`src/rtl/anton_neopixel_bus_arbiter.sv`:
```
// Two-requester arbiter for the byte-wide neopixel register/pixel bus.
// m0 is the CPU bridge and m1 is the animation/DMA engine. Each granted request
// becomes one single-beat read or write on the bus. Every output is registered.
//
// Handshake: a requester raises mXReq with mXWrite/mXAddr/mXDataIn and holds
// them stable until mXAck. mXAck is a one-cycle pulse. In the cycle after its
// ack, the requester must drop mXReq or replace the payload. The arbiter only
// samples requests in IDLE, so changes from a requester that has not been
// granted are ignored until then.
module anton_neopixel_bus_arbiter #(
  parameter bit ROUND_ROBIN = 1'b1,
  parameter bit GUARD_REGS  = 1'b1
) (
  input  logic        busClk,
  input  logic        busResetN,
  input  logic        m0Req,
  input  logic        m0Write,
  input  logic [13:0] m0Addr,
  input  logic [7:0]  m0DataIn,
  output logic        m0Ack,
  input  logic        m1Req,
  input  logic        m1Write,
  input  logic [13:0] m1Addr,
  input  logic [7:0]  m1DataIn,
  output logic        m1Ack,
  output logic [7:0]  rdData,
  output logic        m1Err,
  output logic        busy,
  output logic [13:0] busAddr,
  output logic [7:0]  busDataIn,
  output logic        busWrite,
  output logic        busRead,
  input  logic [7:0]  busDataOut,
  output logic [1:0]  dbgState
);

  typedef enum logic [1:0] {
    S_IDLE    = 2'd0,
    S_ISSUE   = 2'd1,
    S_CAPTURE = 2'd2,
    S_ACK     = 2'd3
  } state_t;

  state_t      r_state;
  state_t      w_state_next;

  // Transaction latched at grant time. r_id: 0 = m0, 1 = m1.
  logic        r_id;
  logic        r_write;
  logic        r_guard;
  logic [13:0] r_addr;
  logic [7:0]  r_data;
  logic        r_last_grant;

  logic [7:0]  r_rd_data;
  logic        r_m0_ack;
  logic        r_m1_ack;
  logic        r_m1_err;
  logic        r_busy;
  logic        r_bus_write;
  logic        r_bus_read;

  logic        w_any_req;
  logic        w_win;
  logic        w_win_write;
  logic        w_win_guard;
  logic        w_grant;
  logic [13:0] w_win_addr;
  logic [7:0]  w_win_data;

  // Choose a winner and steer its payload. A tie goes to the requester that was not granted last, or always to m0 when round robin is disabled.
  always_comb begin
    w_any_req = m0Req | m1Req;
    if (m0Req && m1Req) begin
      w_win = ROUND_ROBIN ? ~r_last_grant : 1'b0;
    end else begin
      w_win = m1Req;
    end
    w_win_write = w_win ? m1Write  : m0Write;
    w_win_addr  = w_win ? m1Addr   : m0Addr;
    w_win_data  = w_win ? m1DataIn : m0DataIn;
    // An m1 write into register space (addr[13]) is acknowledged but never reaches the bus.
    w_win_guard = GUARD_REGS & w_win & w_win_write & w_win_addr[13];
    w_grant     = (r_state == S_IDLE) & w_any_req;
  end

  // Next-state logic. ISSUE, CAPTURE and ACK each last exactly one cycle.
  always_comb begin
    w_state_next = r_state;
    case (r_state)
      S_IDLE:    if (w_any_req) w_state_next = S_ISSUE;
      S_ISSUE:   w_state_next = r_write ? S_ACK : S_CAPTURE;
      S_CAPTURE: w_state_next = S_ACK;
      S_ACK:     w_state_next = S_IDLE;
      default:   w_state_next = S_IDLE;
    endcase
  end

  // State register. Reset abandons any transaction in flight.
  always_ff @(posedge busClk or negedge busResetN) begin
    if (!busResetN) r_state <= S_IDLE;
    else            r_state <= w_state_next;
  end

  // Latched transaction, registered bus strobes, acks and read data.
  always_ff @(posedge busClk or negedge busResetN) begin
    if (!busResetN) begin
      r_id         <= 1'b0;
      r_write      <= 1'b0;
      r_guard      <= 1'b0;
      r_addr       <= '0;
      r_data       <= '0;
      r_last_grant <= 1'b1;
      r_rd_data    <= '0;
      r_m0_ack     <= 1'b0;
      r_m1_ack     <= 1'b0;
      r_m1_err     <= 1'b0;
      r_busy       <= 1'b0;
      r_bus_write  <= 1'b0;
      r_bus_read   <= 1'b0;
    end else begin
      r_bus_write <= 1'b0;
      r_bus_read  <= 1'b0;
      r_m0_ack    <= 1'b0;
      r_m1_ack    <= 1'b0;
      r_m1_err    <= 1'b0;
      r_busy      <= (w_state_next != S_IDLE);
      if (w_grant) begin
        r_id         <= w_win;
        r_write      <= w_win_write;
        r_guard      <= w_win_guard;
        r_addr       <= w_win_addr;
        r_data       <= w_win_data;
        r_last_grant <= w_win;
        r_bus_write  <= w_win_write & ~w_win_guard;
        r_bus_read   <= ~w_win_write;
      end
      if (w_state_next == S_ACK) begin
        r_m0_ack <= ~r_id;
        r_m1_ack <= r_id;
        r_m1_err <= r_guard;
      end
      // The neopixel module registers busDataOut, so it becomes valid during CAPTURE.
      if (r_state == S_CAPTURE) r_rd_data <= busDataOut;
    end
  end

  assign m0Ack     = r_m0_ack;
  assign m1Ack     = r_m1_ack;
  assign m1Err     = r_m1_err;
  assign rdData    = r_rd_data;
  assign busy      = r_busy;
  assign busAddr   = r_addr;
  assign busDataIn = r_data;
  assign busWrite  = r_bus_write;
  assign busRead   = r_bus_read;
  assign dbgState  = r_state;

endmodule
```
`config.mk`:
```
export PLATFORM = sky130hd
export DESIGN_NAME = anton_neopixel_bus_arbiter
export DESIGN_NICKNAME = d
export VERILOG_FILES = /design/src/rtl/anton_neopixel_bus_arbiter.sv
export SDC_FILE = /design/constraint.sdc
export NUM_CORES = 1
export LEC_CHECK = 0
export BUFFER_PORTS_ARGS = -buffer_cell sky130_fd_sc_hd__buf_2
export CORE_MARGIN = 2
export CORE_UTILIZATION = 41
export DETAILED_ROUTE_END_ITERATION = 8
export GPL_TIMING_DRIVEN = 0
export HOLD_SLACK_MARGIN = 0.12
export PLACE_DENSITY = 0.83
export SLEW_MARGIN = 20
export SYNTH_ARGS = -nofsm -noshare
export SYNTH_HDL_FRONTEND = slang
export SYNTH_SLANG_ARGS = --single-unit
```
`constraint.sdc`:
```
create_clock -name busClk -period 1.46 [get_ports busClk]
set_input_delay 0.073 -clock busClk [delete_from_list [all_inputs] [get_ports busClk]]
set_output_delay 0.073 -clock busClk [all_outputs]
set_load 0.1 [all_outputs]
```
==> impl_metrics.ini <==
[outcome]
status = finished, final reports clean

[finish]
nFillCells = 301
final_cell_area_um2 = 3270
layout.nets = 398
syn_to_final_growth_pct = 71.9
diodes = 0
drive_above_1_share_pct = 50.7

[place]
dpl.hpwl_um = 3290
portBuffers = 94
gp_congestion = 0.698
dpl_cell_area_um2 = 2500

[logic_synthesis]
syn_inst = 178
yosysWarnings = 0
synth.cell_area_um2 = 1900
synth_flop_cell = dfrtp_1
postSynthAreaPerCell_um2 = 10.7
synth-seq-area-share_pct = 55.3
synth-seq-cells = 42
synth_cell_types = 26
synth_edf_count = 0
synth_nets = 240
synthArstFlopShare_pct = 100

[global_route]
antenna_found_initial = 0
grt_pass1_vias = 2074
grt_pass1_wl_um = 9600
gr-total-overflow = 0
grt_max_degree = 43
track_usage_pct = 23.8

[min_path]
hp-class = input port to flip-flop

[critical_path]
cp_slowest_cell = dfrtp_4
critical_path.top_delay_family = flip-flops
worst-path-buf-inv = 2
path_max_fanout = 10
critPathCaptureType = flip-flop
crit_required_ns = 1.64
worst-setup-path-type = flip-flop to flip-flop
cp-start-kind = flip-flop
cp_slowest_stage_delay_ns = 0.52
cp_data_arrival_time_ns = 1.59
worstPathCellList = inv_4 > ha_4 > o21ai_4 > buf_6 > a21oi_1 > a21oi_2

[detailed_routing]
viasPerCell = 4.90
vias = 1908
first_pass_iters = 4
final_antenna_net_count = 0
wirelength_um = 5840
wire_per_inst_um = 15.0
drt_iter0_markers = 73
drc = 0

[cts]
cts_max_path_buffers = 2
cts_tree = built
cts_made_buffers = 5
cts_max_level = 2
clk_pin_slew_ns = 0.08
clock_sinks = 42
root_buffer = clkbuf_8
clock_latency_ns = 0.29

[die]
die_height_um = 72.1
fp.dieW_um = 72.1
row_count = 24
die_area_um2 = 5200
core_um2 = 4410
pin_count = 96
initial_core_util_pct = 43.1

[timing]
timing.final.crit_period_ns = 1.41
setup_violations = 0
min_period_over_period_pct = 96.5
hold_slack_ns = 0.136
slew-limit-headroom_pct = 38.3
rsz0062_at_grt = no
slew_viol_final = 0
tightestPinTransition_ns = 0.925
fmax_mhz = 709
skew_ns = 0.00476
hold_viol = 0

[job]
drv_cap = 0
[synthesized netlist by cell type (2+ instances only)]
| master | count | area (um2) |
|---|---|---|
| buf_2 | 7 | 35.0 |
| a21oi_2 | 18 | 158 |
| a21oi_1 | 29 | 145 |
| nand2_1 | 25 | 93.8 |
| dfrtp_1 | 41 | 1030 |
| ha_1 | 4 | 50.1 |
| buf_6 | 2 | 22.5 |
| a31oi_1 | 2 | 12.5 |
| and3_1 | 3 | 18.8 |
| inv_1 | 2 | 7.51 |
| nor2_1 | 23 | 86.3 |
| mux2_2 | 8 | 90.1 |
[cells in the final DEF (no fill, tap or decap), types with 2 or more instances in the layout]
cell,instances
clkbuf_8,6
a31oi_1,2
mux2_2,8
ha_4,2
dfrtp_4,2
a21oi_2,34
dfrtp_1,39
buf_2,97
nand2_1,25
a21oi_1,13
buf_4,2
and3_1,3
buf_6,5
nor2_1,23
dlygate4sd3_1,56
[worst min-delay path: cells and delay by family]
kind                   cells  cell delay, ns
AO/OA/AOI/OAI              2            0.20
buffers and inverters      1            0.15
[state kept, by name (all words and copies together), names as in the netlist]
name and flops:
r_last_grant 1, rdData 8, r_write 1, busRead 1, r_guard 1, r_id 1, m1Ack 1, dbgState 2
busWrite 1, busy 1, m0Ack 1, busAddr 14, m1Err 1, busDataIn 8
[per-stage QoR]
step	setup slack (ns)	setup TNS, ns	util [%]	instances
final	0.0505	0	74.1	389
after global routing	0.000768	0	74.1	389
after CTS	-0.000551	-0.000551	72.3	388
after detailed placement	-0.0987	-1.17	56.6	324
after global placement	-0.0614	-0.724	56.6	324
after floorplan	-0.127	-2.32	-	178
[layer usage]
layer / global-route usage [%] / vias up / wire, um
met3: 4.17 / 12 / 346
met4: 8.81 / 0 / 108
met2: 44.6 / 86 / 3100
li1: - / 918 / -
met1: 26.8 / 892 / 2280
met5: 0 / - / 0
[final timing paths]
check	from	endpoint	slack, ns	depth (start not counted)
setup / recovery	dbgState[0]	busAddr[7]	0.05	6
hold / removal	m1Req	r_last_grant	0.14	3
setup reg to reg	dbgState[0]	busAddr[7]	0.05	6
hold reg to reg	r_guard	r_guard	0.50	2
max in group asynchronous	busResetN	dbgState[0]	0.33	2
min in group asynchronous	busResetN	rdData[1]	0.46	2
[logic make-up (layout without fill, tap and decap cells)]
family                     Yosys count  in the layout  share of synthesized area, %
buffers and inverters               12            171                          3.81
DFF                                 42             42                          55.3
AOI/OAI and AO/OA                   56             56                          20.7
adders and majority gates            4              4                          2.63
muxes                                8              8                          4.73
and+or+nand+nor                     56             56                          12.8
[area by class of cell]
| class | count | area [um2] | share of cell area [%] |
|---|---|---|---|
| plain buffers | 9 | 86.3 | 2.64 |
| clock buffers | 7 | 86.3 | 2.64 |
| clock inverters | 1 | 30.0 | 0.918 |
| inverters | 2 | 10.0 | 0.306 |
| multi-input cells | 124 | 888 | 27.2 |
| flip-flops and latches | 42 | 1060 | 32.4 |
| well taps | 52 | 65.1 | 1.99 |
| repair buffers | 152 | 1050 | 32.0 |
[repair_timing]
action,4_1_cts,5_1_grt
hold buffers,56,0
gates resized for setup,3,20
setup endpoints to repair,20,21
hold endpoints to repair,75,0
pin swaps,0,1
buffers inserted,0,2
Power is not shown: default switching activity piles up to over one toggle a cycle in this logic, so the estimate is an artifact.
